===== src/rtl/counter_seq_ctrl.sv =====
// counter_seq_ctrl
// Sequencing controller wrapped around a prescaled up-counter. A start in
// IDLE captures the period length, the prescale ratio and the reload mode.
// The counter then advances once per prescaled tick until it reaches its
// terminal count. At that point it either reloads or returns to IDLE.
// pause freezes counting. stop aborts without a done pulse.
// All outputs are registered.

module counter_seq_ctrl #(
  parameter int WIDTH   = 8,
  parameter int PRESC_W = 4
) (
  input  logic               clk,
  input  logic               reset,
  input  logic               start,
  input  logic               stop,
  input  logic               pause,
  input  logic [WIDTH-1:0]   limit,
  input  logic [PRESC_W-1:0] prescale,
  input  logic               auto_reload,
  output logic [WIDTH-1:0]   count,
  output logic               busy,
  output logic               done,
  output logic [7:0]         wrap_cnt
);

  typedef enum logic [1:0] {
    ST_IDLE = 2'd0,
    ST_RUN  = 2'd1,
    ST_HOLD = 2'd2
  } state_t;

  localparam logic [WIDTH-1:0]   COUNT_ONE = {{(WIDTH-1){1'b0}}, 1'b1};
  localparam logic [PRESC_W-1:0] PRESC_ONE = {{(PRESC_W-1){1'b0}}, 1'b1};
  localparam logic [7:0]         WRAP_MAX  = 8'hFF;

  state_t             state_reg,     state_next;
  logic [WIDTH-1:0]   count_reg,     count_next;
  logic [PRESC_W-1:0] presc_cnt_reg, presc_cnt_next;
  logic [WIDTH-1:0]   limit_reg,     limit_next;
  logic [PRESC_W-1:0] presc_reg,     presc_next;
  logic               reload_reg,    reload_next;
  logic               busy_reg,      busy_next;
  logic               done_reg,      done_next;
  logic [7:0]         wrap_reg,      wrap_next;

  // Terminal count. It is only consulted while busy, and limit_reg is
  // never zero there, so the subtraction cannot underflow in use.
  logic [WIDTH-1:0] limit_m1;
  assign limit_m1 = limit_reg - COUNT_ONE;

  // State and datapath registers, cleared by the synchronous reset.
  always_ff @(posedge clk) begin
    if (reset) begin
      state_reg     <= ST_IDLE;
      count_reg     <= '0;
      presc_cnt_reg <= '0;
      limit_reg     <= '0;
      presc_reg     <= '0;
      reload_reg    <= 1'b0;
      busy_reg      <= 1'b0;
      done_reg      <= 1'b0;
      wrap_reg      <= '0;
    end else begin
      state_reg     <= state_next;
      count_reg     <= count_next;
      presc_cnt_reg <= presc_cnt_next;
      limit_reg     <= limit_next;
      presc_reg     <= presc_next;
      reload_reg    <= reload_next;
      busy_reg      <= busy_next;
      done_reg      <= done_next;
      wrap_reg      <= wrap_next;
    end
  end

  // Next-state logic. Control decisions come first. The shared advance
  // path below handles the prescaler, the tick and the terminal count.
  always_comb begin
    logic advance;
    advance        = 1'b0;
    state_next     = state_reg;
    count_next     = count_reg;
    presc_cnt_next = presc_cnt_reg;
    limit_next     = limit_reg;
    presc_next     = presc_reg;
    reload_next    = reload_reg;
    wrap_next      = wrap_reg;
    done_next      = 1'b0;

    case (state_reg)
      ST_IDLE: begin
        // stop has no meaning here, so start alone decides.
        if (start) begin
          limit_next     = limit;
          presc_next     = prescale;
          reload_next    = auto_reload;
          count_next     = '0;
          presc_cnt_next = '0;
          wrap_next      = '0;
          if (limit != '0) begin
            state_next = ST_RUN;
          end else begin
            // An empty period completes immediately.
            done_next = 1'b1;
          end
        end
      end

      ST_RUN, ST_HOLD: begin
        if (stop) begin
          // Abort. count keeps its last value for inspection.
          state_next     = ST_IDLE;
          presc_cnt_next = '0;
        end else if (pause) begin
          // Frozen. The prescaler phase is kept for the resume.
          state_next = ST_HOLD;
        end else begin
          // Released from HOLD or still running. Either way this edge
          // counts, so a pause costs exactly the cycles it was held.
          state_next = ST_RUN;
          advance    = 1'b1;
        end
      end

      default: begin
        state_next = ST_IDLE;
      end
    endcase

    if (advance) begin
      if (presc_cnt_reg == presc_reg) begin
        presc_cnt_next = '0;
        if (count_reg == limit_m1) begin
          count_next = '0;
          done_next  = 1'b1;
          if (wrap_reg != WRAP_MAX) begin
            wrap_next = wrap_reg + 8'd1;
          end
          if (!reload_reg) begin
            state_next = ST_IDLE;
          end
        end else begin
          count_next = count_reg + COUNT_ONE;
        end
      end else begin
        presc_cnt_next = presc_cnt_reg + PRESC_ONE;
      end
    end

    busy_next = (state_next != ST_IDLE);
  end

  assign count    = count_reg;
  assign busy     = busy_reg;
  assign done     = done_reg;
  assign wrap_cnt = wrap_reg;

endmodule


===== config.mk =====
export PLATFORM = sky130hd
export DESIGN_NAME = counter_seq_ctrl
export DESIGN_NICKNAME = d
export VERILOG_FILES = /design/src/rtl/counter_seq_ctrl.sv
export SDC_FILE = /design/constraint.sdc
export NUM_CORES = 1
export LEC_CHECK = 0
export BUFFER_PORTS_ARGS = -buffer_cell sky130_fd_sc_hd__buf_2
export CORE_MARGIN = 5
export CORE_UTILIZATION = 35
export CTS_BUF_LIST = sky130_fd_sc_hd__clkbuf_4
export CTS_CLUSTER_DIAMETER = 30
export DETAILED_ROUTE_END_ITERATION = 10
export PLACE_DENSITY = 0.6
export SLEW_MARGIN = 20
export SYNTH_ARGS = -nofsm -noshare
export SYNTH_HDL_FRONTEND = slang
export SYNTH_SLANG_ARGS = --single-unit

===== constraint.sdc =====
create_clock -name clk -period 2.34 [get_ports clk]
set_input_delay 0.117 -clock clk [delete_from_list [all_inputs] [get_ports clk]]
set_output_delay 0.117 -clock clk [all_outputs]
set_load 0.02 [all_outputs]

==> flow_metrics.py <==
metrics = {
    "yosys": {
        "yosysWarnings": 0,
        "synth_top_area_share_pct": 35.8,
        "synth_edf_count": 0,
        "synth_cells": 259,
        "synth_top_cell_by_area": "dfxtp_1",
        "synth_fp_nets": 284,
        "synthFlopType": "dfxtp_1",
        "syn_area_per_cell_um2": 8.00,
        "synth.area.top_cells": "dfxtp_1 (36%), nand2_1 (8.0%), xnor2_1 (6.8%)",
        "async_flop_share_pct": 0,
        "synth_area_um2": 2070,
        "synth_seq_area_share_pct": 35.8,
        "ys_ff_latch": 37,
        "synth.distinct_cells": 49,
    },
    "power": {
        "power_density_nw_per_um2": 506,
        "vdd_drop_max_mv": 0.248,
        "leakagePower_nw": 0.964,
    },
    "setup_path": {
        "rr_startpoint": "limit_reg[1]",
        "cp_common_cell": "a2111oi_1",
        "start_kind": "flip-flop",
        "critPathKind": "reg2reg",
        "crit_path_max_fanout": 6,
        "max_stage_delay_ns": 0.45,
        "crit_path_cell_trace": "inv_1 -> ha_1 -> and3b_1 -> a2111oi_1 -> a21oi_1 -> and3_2 -> nand2_1 -> nor2_1 -> a2111oi_1",
        "cp_data_arrival_time_ns": 2.50,
        "worstSetupEndpointType": "flip-flop",
        "cp.required_ns": 2.57,
        "setup.worst_path.start": "limit_reg[1]",
        "crit_slowest_cell": "a2111oi_1",
    },
    "worst_hold_path": {
        "hp-start": "limit[2]",
        "hold_path_class": "in2reg",
    },
    "route": {
        "drc": 0,
        "ant_nets": 0,
        "via_count": 1934,
        "dr.first_iter.drc_count": 66,
        "drtPass1Iterations": 4,
        "wl_per_cell_um": 13.3,
        "wl_um": 5060,
        "via_per_inst": 5.09,
    },
    "flow_run": {
        "maxCapViolCount": 0,
    },
    "global_route": {
        "antenna_found_initial": 0,
        "grt_pass1_vias": 1826,
        "grt_overflow": 0,
        "grt_max_degree": 38,
        "grt_pass1_wl_um": 8180,
        "grt_util_all_layers_pct": 13.6,
    },
    "final_layout": {
        "num_antenna_cells": 0,
        "final_nets": 330,
        "fin_util_pct": 42.5,
        "synthToLayoutAreaGrowth_pct": 19.9,
        "fillers": 636,
        "drive_above_1_share_pct": 22.0,
        "stdcell_area_um2": 2480,
    },
    "run_status": {
        "status": "finished clean",
    },
    "clocking": {
        "clock_sinks": 37,
        "clkLatencyLatePin_ns": 0.34,
        "cts_buffers": 5,
        "clk_path_buf_depth": 2,
        "clkTransAtPathRegs_ns": 0.11,
        "cts_max_level": 2,
        "cts_tree": "built",
        "clockRootBuffer": "clkbuf_4",
    },
    "sta": {
        "finalClockSkew_ns": 0.0128,
        "final_max_slew_viol_count": 0,
        "period_needed_ns": 2.27,
        "hold_viol": 0,
        "rsz0062_at_grt": "yes",
        "worst_slack_ns": 0.0707,
        "setup_viol": 0,
        "holdWs_ns": 0.0120,
        "tns_ns": 0,
        "relSlewSlack_pct": 55.7,
        "worst_pin_slew_ns": 0.665,
        "max_freq_mhz": 441,
        "min_period_over_period_pct": 97.0,
    },
    "place": {
        "gp_congestion": 0.767,
        "hpwl_um": 3600,
        "place_area_um2": 2370,
        "io_buffers": 35,
        "pre_cts_slack_ns": 0.0481,
    },
    "floorplan": {
        "design.core.area_um2": 5850,
        "rows": 28,
        "io-pin-count": 36,
        "fp.dieH_um": 86.9,
        "die_x_um": 86.9,
        "start_util_pct": 35.4,
        "dieArea_um2": 7560,
    },
}
[cell families after synthesis]
family                   after synthesis  share of synthesized area [%]
buffers and inverters                 18                           3.69
flip-flops                            37                           35.8
adder cells (fa/ha/maj)                7                           4.23
XOR/XNOR                              20                           8.46
AO/OA/AOI/OAI                         52                           16.6
AND/OR/NAND/NOR                      124                           30.8
multiplexers                           1                          0.483
[through the flow]
step / cells / power (mW)
global placement: 368 / 0.929
CTS: 378 / 1.27
finish: 380 / 1.26
detailed placement: 368 / 0.931
global route: 380 / 1.33
floorplan: 259 / 0.860
[layout by cell type, fill, tap and decap left out, drive strengths merged, types with 7 or more instances in the layout]
cell    n
a21oi  24
ha      7
buf    47
nor2   20
nand2  45
dfxtp  37
and3    7
a31oi   7
nand3  10
xnor2  16
[final timing paths]
check / end / slack (ns) / depth (start not counted)
hold / removal: limit_reg[2] / 0.01 / 3
hold reg to reg: reload_reg / 0.46 / 2
setup reg to reg: state_reg[1] / 0.07 / 9
setup / recovery: state_reg[1] / 0.07 / 9
[synth_stat cells, types with 2 or more instances]
cell / instances
nand3b_1: 2
or3b_2: 2
o21ai_0: 2
inv_1: 5
ha_1: 7
nor3_1: 6
and3_1: 7
and2_1: 2
nand2_1: 44
nand3_1: 10
nor2_1: 19
or3b_1: 4
a2111oi_0: 4
nor4_1: 3
or3_1: 2
o21ai_1: 3
xor2_1: 4
nor2b_1: 2
nor3b_1: 3
a21oi_1: 24
nand4_1: 3
nand2b_1: 4
or2_1: 2
nand4b_1: 2
dfxtp_1: 37
or2_0: 2
clkbuf_1: 10
xnor2_1: 16
a31oi_1: 7
a32oi_1: 2
[power by group]
group / switching (mW) / total, mW / internal (mW)
combinational: 0.141 / 0.252 / 0.110
sequential: 0.0256 / 0.680 / 0.655
clock: 0.203 / 0.324 / 0.121
[area by class of cell]
| type | count | area, µm² | area share, % |
|---|---|---|---|
| Clock inverter | 1 | 3.75 | 0.151 |
| Inverter | 6 | 22.5 | 0.907 |
| Sequential cell | 37 | 744 | 30.0 |
| Multi-Input combinational cell | 205 | 1280 | 51.5 |
| Tap cell | 75 | 93.8 | 3.78 |
| Clock buffer | 6 | 45.0 | 1.81 |
| Timing Repair Buffer | 50 | 295 | 11.9 |
[critical path: cells and delay by family, from the launching register on]
family,cells,cell delay (ns)
compound gates,3,0.79
fa+ha+maj,1,0.24
flops,1,0.37
buf+inv,1,0.05
simple gates,4,0.70
[per-layer routing]
metal	vias up	global-route usage, %	part of all wire, %
met5	-	0	0
met3	7	2.46	3.8
met2	36	21.3	45
met1	873	18.3	50
met4	0	5.95	1.5
li1	1018	-	-
[timing repair]
item | in CTS | in global routing
hold buffers | 3 | 0
endpoints found under the setup margin | 0 | 16
resized for setup | 0 | 8
setup buffers | 0 | 1
endpoints found under the hold margin | 3 | 0
(Power assumes the default switching activity.)
